**config.mk**
```make
export PLATFORM = sky130hd
export DESIGN_NAME = uart_transmitter_fifo
export DESIGN_NICKNAME = d
export VERILOG_FILES = /design/src/rtl/uart_transmitter_fifo.sv
export SDC_FILE = /design/constraint.sdc
export NUM_CORES = 1
export LEC_CHECK = 0
export BUFFER_PORTS_ARGS = -buffer_cell sky130_fd_sc_hd__buf_2
export CAP_MARGIN = 40
export CORE_MARGIN = 5
export CORE_UTILIZATION = 50
export CTS_BUF_LIST = sky130_fd_sc_hd__clkbuf_2 sky130_fd_sc_hd__clkbuf_4 sky130_fd_sc_hd__clkbuf_8
export DETAILED_ROUTE_END_ITERATION = 8
export PLACE_DENSITY_LB_ADDON = 0.3
export SYNTH_ARGS = -nofsm -noshare
export SYNTH_HDL_FRONTEND = slang
export SYNTH_SLANG_ARGS = --single-unit
```
**constraint.sdc**
```tcl
create_clock -name clk -period 8 [get_ports clk]
set_clock_uncertainty 0.1 [all_clocks]
set_input_delay 1.2 -clock clk [delete_from_list [all_inputs] [get_ports clk]]
set_output_delay 1.2 -clock clk [all_outputs]
set_load 0.01 [all_outputs]
```
**src/rtl/uart_transmitter_fifo.sv**
```systemverilog
// UART transmitter with a small TX FIFO; 5-8 data bits, runtime parity/stop/divisor.
// A push into an idle, empty block starts the frame one clock later; data_in_ready drops while the FIFO is full.
module uart_transmitter_fifo #(
    parameter int CLOCK_FREQ = 125_000_000,
    parameter int BAUD_RATE  = 115_200,
    parameter int DATA_BITS  = 8,
    parameter int FIFO_DEPTH = 4
) (
    input  logic                          clk,
    input  logic                          rst,
    input  logic [DATA_BITS-1:0]          data_in,
    input  logic                          data_in_valid,
    output logic                          data_in_ready,
    input  logic [1:0]                    parity_mode,
    input  logic                          two_stop,
    input  logic [15:0]                   baud_div,
    output logic                          serial_out,
    output logic                          busy,
    output logic [$clog2(FIFO_DEPTH):0]   fifo_count
);
    localparam int AW = $clog2(FIFO_DEPTH);
    localparam int DEF_DIV = CLOCK_FREQ / BAUD_RATE;
    localparam logic [15:0] DEF_DIV16 = DEF_DIV[15:0];
    localparam int LAST_BIT_I = DATA_BITS - 1;
    localparam logic [2:0] LAST_BIT = LAST_BIT_I[2:0];
    localparam logic [AW:0] FULL = FIFO_DEPTH[AW:0];

    typedef enum logic [2:0] {IDLE, START, DATA, PARITY, STOP} state_t;
    state_t state, state_n;

    logic [DATA_BITS-1:0] mem [FIFO_DEPTH];
    logic [AW-1:0]        wr_ptr, rd_ptr;
    logic                 push, pop;

    logic [7:0]  frame_dat;
    logic        frame_par_en, frame_par, frame_two;
    logic [15:0] frame_div;
    logic [15:0] cnt, cnt_n, sel_div, eff_div;
    logic [2:0]  bit_idx, bit_idx_n;
    logic        stop_idx, stop_idx_n, line_n, bit_end;

    assign data_in_ready = (fifo_count != FULL);
    assign push    = data_in_valid & data_in_ready;
    assign busy    = (state != IDLE) | (fifo_count != '0);
    assign sel_div = (baud_div == 16'd0) ? DEF_DIV16 : baud_div;
    assign eff_div = (sel_div < 16'd2) ? 16'd2 : sel_div;
    assign bit_end = (cnt == frame_div - 16'd1);

    always_ff @(posedge clk) begin
        if (rst) begin
            wr_ptr     <= '0;
            rd_ptr     <= '0;
            fifo_count <= '0;
        end else begin
            if (push) begin
                mem[wr_ptr] <= data_in;
                wr_ptr      <= wr_ptr + 1'b1;
            end
            if (pop)
                rd_ptr <= rd_ptr + 1'b1;
            if (push && !pop)
                fifo_count <= fifo_count + 1'b1;
            else if (pop && !push)
                fifo_count <= fifo_count - 1'b1;
        end
    end

    // line_n is the value the line takes after this edge, so serial_out stays a plain flop
    always_comb begin
        state_n    = state;
        cnt_n      = cnt;
        bit_idx_n  = bit_idx;
        stop_idx_n = stop_idx;
        line_n     = 1'b1;
        pop        = 1'b0;
        if (state != IDLE)
            cnt_n = bit_end ? 16'd0 : cnt + 16'd1;
        case (state)
            IDLE: begin
                if (fifo_count != '0) begin
                    pop     = 1'b1;
                    state_n = START;
                    cnt_n   = 16'd0;
                    line_n  = 1'b0;
                end
            end
            START: begin
                line_n = 1'b0;
                if (bit_end) begin
                    state_n   = DATA;
                    bit_idx_n = 3'd0;
                    line_n    = frame_dat[0];
                end
            end
            DATA: begin
                line_n = frame_dat[bit_idx];
                if (bit_end) begin
                    if (bit_idx == LAST_BIT) begin
                        stop_idx_n = 1'b0;
                        state_n    = frame_par_en ? PARITY : STOP;
                        line_n     = frame_par_en ? frame_par : 1'b1;
                    end else begin
                        bit_idx_n = bit_idx + 3'd1;
                        line_n    = frame_dat[bit_idx_n];
                    end
                end
            end
            PARITY: begin
                line_n = frame_par;
                if (bit_end) begin
                    state_n    = STOP;
                    stop_idx_n = 1'b0;
                    line_n     = 1'b1;
                end
            end
            STOP: begin
                if (bit_end) begin
                    if (frame_two && !stop_idx) begin
                        stop_idx_n = 1'b1;
                    end else if (fifo_count != '0) begin
                        pop     = 1'b1;
                        state_n = START;
                        line_n  = 1'b0;
                    end else begin
                        state_n = IDLE;
                    end
                end
            end
            default: state_n = IDLE;
        endcase
    end

    always_ff @(posedge clk) begin
        if (rst) begin
            state        <= IDLE;
            cnt          <= 16'd0;
            bit_idx      <= 3'd0;
            stop_idx     <= 1'b0;
            serial_out   <= 1'b1;
            frame_dat    <= 8'd0;
            frame_div    <= 16'd2;
            frame_two    <= 1'b0;
            frame_par_en <= 1'b0;
            frame_par    <= 1'b0;
        end else begin
            state      <= state_n;
            cnt        <= cnt_n;
            bit_idx    <= bit_idx_n;
            stop_idx   <= stop_idx_n;
            serial_out <= line_n;
            // Config is sampled only here, so mid-frame changes wait for the next frame
            if (pop) begin
                frame_dat    <= 8'(mem[rd_ptr]);
                frame_div    <= eff_div;
                frame_two    <= two_stop;
                frame_par_en <= (parity_mode == 2'b01) || (parity_mode == 2'b10);
                frame_par    <= (^mem[rd_ptr]) ^ (parity_mode == 2'b10);
            end
        end
    end
endmodule

```
==> insert_results.sql <==
INSERT INTO impl_metrics (metric_group, metric, value, unit) VALUES
('drt', 'post-route-drc-count', '0', ''),
('run', 'timing.max_cap.violations', '0', ''),
('layout', 'most-common-layout-cells', 'sky130_fd_sc_hd__dfxtp_1, sky130_fd_sc_hd__nor2_1, sky130_fd_sc_hd__buf_2', ''),
('worst_setup_path', 'setup.worst_path.end_class', 'flop', ''),
('grt', 'pin_count_of_the_biggest_net_entering_global_routing', '40', ''),
('synth', 'synth_area_leader_cell', 'sky130_fd_sc_hd__dfxtp_1', ''),
('timing', 'timing.setup.tns', '0', 'ns'),
('drt', 'post_drt_via_cell_ratio', '5.79', ''),
('timing', 'finalHoldViolCount', '0', ''),
('clock_network', 'numCtsBuffers', '9', ''),
('clock_network', 'clk_pin_slew_worst_paths', '0.09', 'ns'),
('clock_network', 'post_cts.repair.setup_buffers', '0', ''),
('layout', 'seqCellArea', '2160', 'um2'),
('floorplan', 'number_of_placed_i_o_pins', '36', ''),
('layout', 'nFillCells', '828', ''),
('clock_network', 'clockBufferDepth', '2', ''),
('synth', 'netlist_instances', '466', ''),
('timing', 'finalSetupViolCount', '0', ''),
('worst_setup_path', 'r2r-end', 'fifo_count[2]', ''),
('synth', 'synthesis.nets', '507', ''),
('drt', 'detail_route.first_pass.iterations', '4', ''),
('synth', 'synth-async-reset-ratio', '0', '%'),
('grt', 'gr-usage-met3', '3.96', '%'),
('floorplan', 'rows', '35', ''),
('floorplan', 'die_area', '11500', 'um2'),
('grt', 'globalRoute.busiestLayer', 'met2', ''),
('clock_network', 'cts_num_sinks', '92', ''),
('layout', 'core_occupancy_in_the_finished_layout', '55.9', '%'),
('timing', 'max_clock_freq', '0.231', 'GHz'),
('min_path', 'whs_endpoint', 'frame_dat[4]', ''),
('grt', 'first_pass_grt_wire_length', '16.8', 'mm'),
('drt', 'routed_wl', '10.2', 'mm'),
('timing', 'final.setup.worst_slack', '3.67', 'ns'),
('synth', 'number_of_enable_type_register_cells_in_the_synthesized_netlist', '32', ''),
('timing', 'timing.slew.headroom', '38.7', '%'),
('layout', 'mostFrequentLayoutCell', 'sky130_fd_sc_hd__dfxtp_1', ''),
('clock_network', 'ctsHtreeMaxLevel', '3', ''),
('status', 'outcome', 'complete, no violations', ''),
('synth', 'count_of_distinct_cell_types_in_the_synthesized_netlist', '62', ''),
('clock_network', 'cts_hold_buf', '0', ''),
('worst_setup_path', 'critical_path_arrival', '4.53', 'ns'),
('grt', 'grt.met2_usage', '30.9', '%'),
('power_and_ir_drop', 'post-layout-total-power', '1.74', 'mW'),
('synth', 'postSynthRegisterBits', '92', ''),
('floorplan', 'placeableCoreArea', '9240', 'um2'),
('worst_setup_path', 'required', '8.20', 'ns'),
('timing', 'final_min_period_over_clock_period', '54.1', '%'),
('synth', 'synth-main-ff-cell', 'sky130_fd_sc_hd__dfxtp_1', ''),
('timing', 'final-max-slew-violation-count', '0', ''),
('timing', 'grt_setup_unrepaired', 'no', ''),
('layout', 'finalNetCount', '525', ''),
('drt', 'routed-via-count', '3580', ''),
('synth', 'synth_seq_area_share', '45.7', '%'),
('layout', 'drive_gt1_share', '16.4', '%'),
('worst_setup_path', 'cp_max_fo', '29', ''),
('grt', 'grt.overflow.total', '0', ''),
('floorplan', 'fp.dieW', '107', 'um'),
('grt', 'number_of_global_route_vias_before_repair', '3382', ''),
('place', 'place.detailed.hpwl', '7.46', 'mm'),
('grt', 'globalRouteTotalUtil', '18.8', '%'),
('timing', 'worstMarginPinSlew', '0.919', 'ns'),
('synth', 'yosysWarnings', '0', ''),
('drt', 'antenna_left', '0', ''),
('worst_setup_path', 'setup.worst_path.start_class', 'flop', ''),
('grt', 'grtUsageMet1', '23.5', '%'),
('place', 'place_congestion', '0.890', ''),
('synth', 'synthDominantCellAreaShare', '25.4', '%'),
('layout', 'layout_overhead_on_the_synthesized_area', '9.23', '%'),
('layout', 'multi_input_area', '2380', 'um2'),
('worst_setup_path', 'worst-setup-path-type', 'reg2reg', ''),
('power_and_ir_drop', 'power_density', '336', 'nW/um2');
kinds of logic after synthesis:
| logic type | after synthesis | synth area share [%] |
|---|---|---|
| AND/OR/NAND/NOR | 154 | 17.4 |
| AO/OA/AOI/OAI | 99 | 14.2 |
| flip-flops | 92 | 45.7 |
| XOR/XNOR | 48 | 8.88 |
| buffers and inverters | 45 | 3.97 |
| multiplexers | 17 | 6.82 |
| adder cells (fa/ha/maj) | 11 | 3.07 |
sequential cells by signal, indices dropped and copies added, names as in the netlist, named ones only:
register,cells
bit_idx,3
frame_par,1
frame_two,1
fifo_count,3
state,3
frame_dat,8
wr_ptr,2
stop_idx,1
frame_div,16
frame_par_en,1
cnt,16
mem,32
serial_out,1
rd_ptr,2
metal layers:
metal / up-vias / part of all wire, %
li1: 1754 / -
met1: 1742 / 44
met2: 56 / 49
met3: 28 / 3.3
met4: 0 / 3.7
met5: - / 0
synthesized netlist by cell type (3+ instances only):
cell / n
sky130_fd_sc_hd__mux4_2: 12
sky130_fd_sc_hd__nand3_1: 30
sky130_fd_sc_hd__and2_1: 5
sky130_fd_sc_hd__a221oi_1: 3
sky130_fd_sc_hd__and4_1: 3
sky130_fd_sc_hd__xor2_1: 20
sky130_fd_sc_hd__xnor2_1: 28
sky130_fd_sc_hd__mux2i_1: 3
sky130_fd_sc_hd__edfxtp_1: 32
sky130_fd_sc_hd__inv_1: 14
sky130_fd_sc_hd__nand4_1: 10
sky130_fd_sc_hd__dfxtp_1: 60
sky130_fd_sc_hd__nor3_1: 15
sky130_fd_sc_hd__o21ai_0: 28
sky130_fd_sc_hd__nor2_1: 43
sky130_fd_sc_hd__nor4_1: 6
sky130_fd_sc_hd__o311ai_1: 3
sky130_fd_sc_hd__ha_1: 10
sky130_fd_sc_hd__o311a_1: 6
sky130_fd_sc_hd__clkbuf_1: 21
sky130_fd_sc_hd__nand2_1: 16
sky130_fd_sc_hd__a21oi_1: 29
sky130_fd_sc_hd__buf_2: 4
sky130_fd_sc_hd__a211oi_1: 4
sky130_fd_sc_hd__or3_1: 10
layout make-up:
type / count / area share (%)
flip-flops and latches: 92 / 41.8
inverters: 14 / 1.02
multi-input cells: 329 / 46.1
clock inverters: 7 / 1.72
repair buffers: 38 / 3.82
clock buffers: 9 / 2.40
well taps: 129 / 3.12
power breakdown:
part / leakage, nW / internal [mW] / total (mW) / switching (mW)
combinational: 0.924 / 0.328 / 0.707 / 0.378
sequential: 0.781 / 0.571 / 0.696 / 0.124
clock: 0.106 / 0.153 / 0.335 / 0.182
total: 1.81 / 1.05 / 1.74 / 0.685
how the worst max path moves through the flow:
| stage | start | to | slack, ns | cells past startpoint |
|---|---|---|---|---|
| after floorplan | frame_div[0] | fifo_count[2] | 4.45 | 17 |
| after global placement | frame_div[0] | fifo_count[2] | 3.83 | 14 |
| after detailed placement | frame_div[0] | fifo_count[2] | 3.72 | 14 |
| after CTS | frame_div[0] | fifo_count[2] | 3.69 | 14 |
| after global routing | frame_div[0] | fifo_count[2] | 3.44 | 14 |
| final | frame_div[0] | fifo_count[2] | 3.67 | 14 |
worst max-delay path, stage by stage, from the launching register on:
cell and delay, ns:
sky130_fd_sc_hd__dfxtp_1 0.38, sky130_fd_sc_hd__inv_1 0.10, sky130_fd_sc_hd__ha_1 0.33, sky130_fd_sc_hd__nor4b_4 0.32, sky130_fd_sc_hd__xnor2_1 0.12, sky130_fd_sc_hd__or4_4 0.43, sky130_fd_sc_hd__a2111oi_4 0.43, sky130_fd_sc_hd__and4_1 0.87
sky130_fd_sc_hd__nor2_4 0.14, sky130_fd_sc_hd__ha_1 0.26, sky130_fd_sc_hd__inv_1 0.07, sky130_fd_sc_hd__fa_1 0.17, sky130_fd_sc_hd__xor2_1 0.07, sky130_fd_sc_hd__or3_1 0.31, sky130_fd_sc_hd__a21oi_1 0.14
per-stage QoR:
step	cell area, um2	hold WS [ns]
detailed placement	4960	0.376
global placement	4960	0.371
global route	5170	0.411
finish	5170	0.391
floorplan	4730	0.351
CTS	5170	0.389
Power figures use the tool's default switching activity.
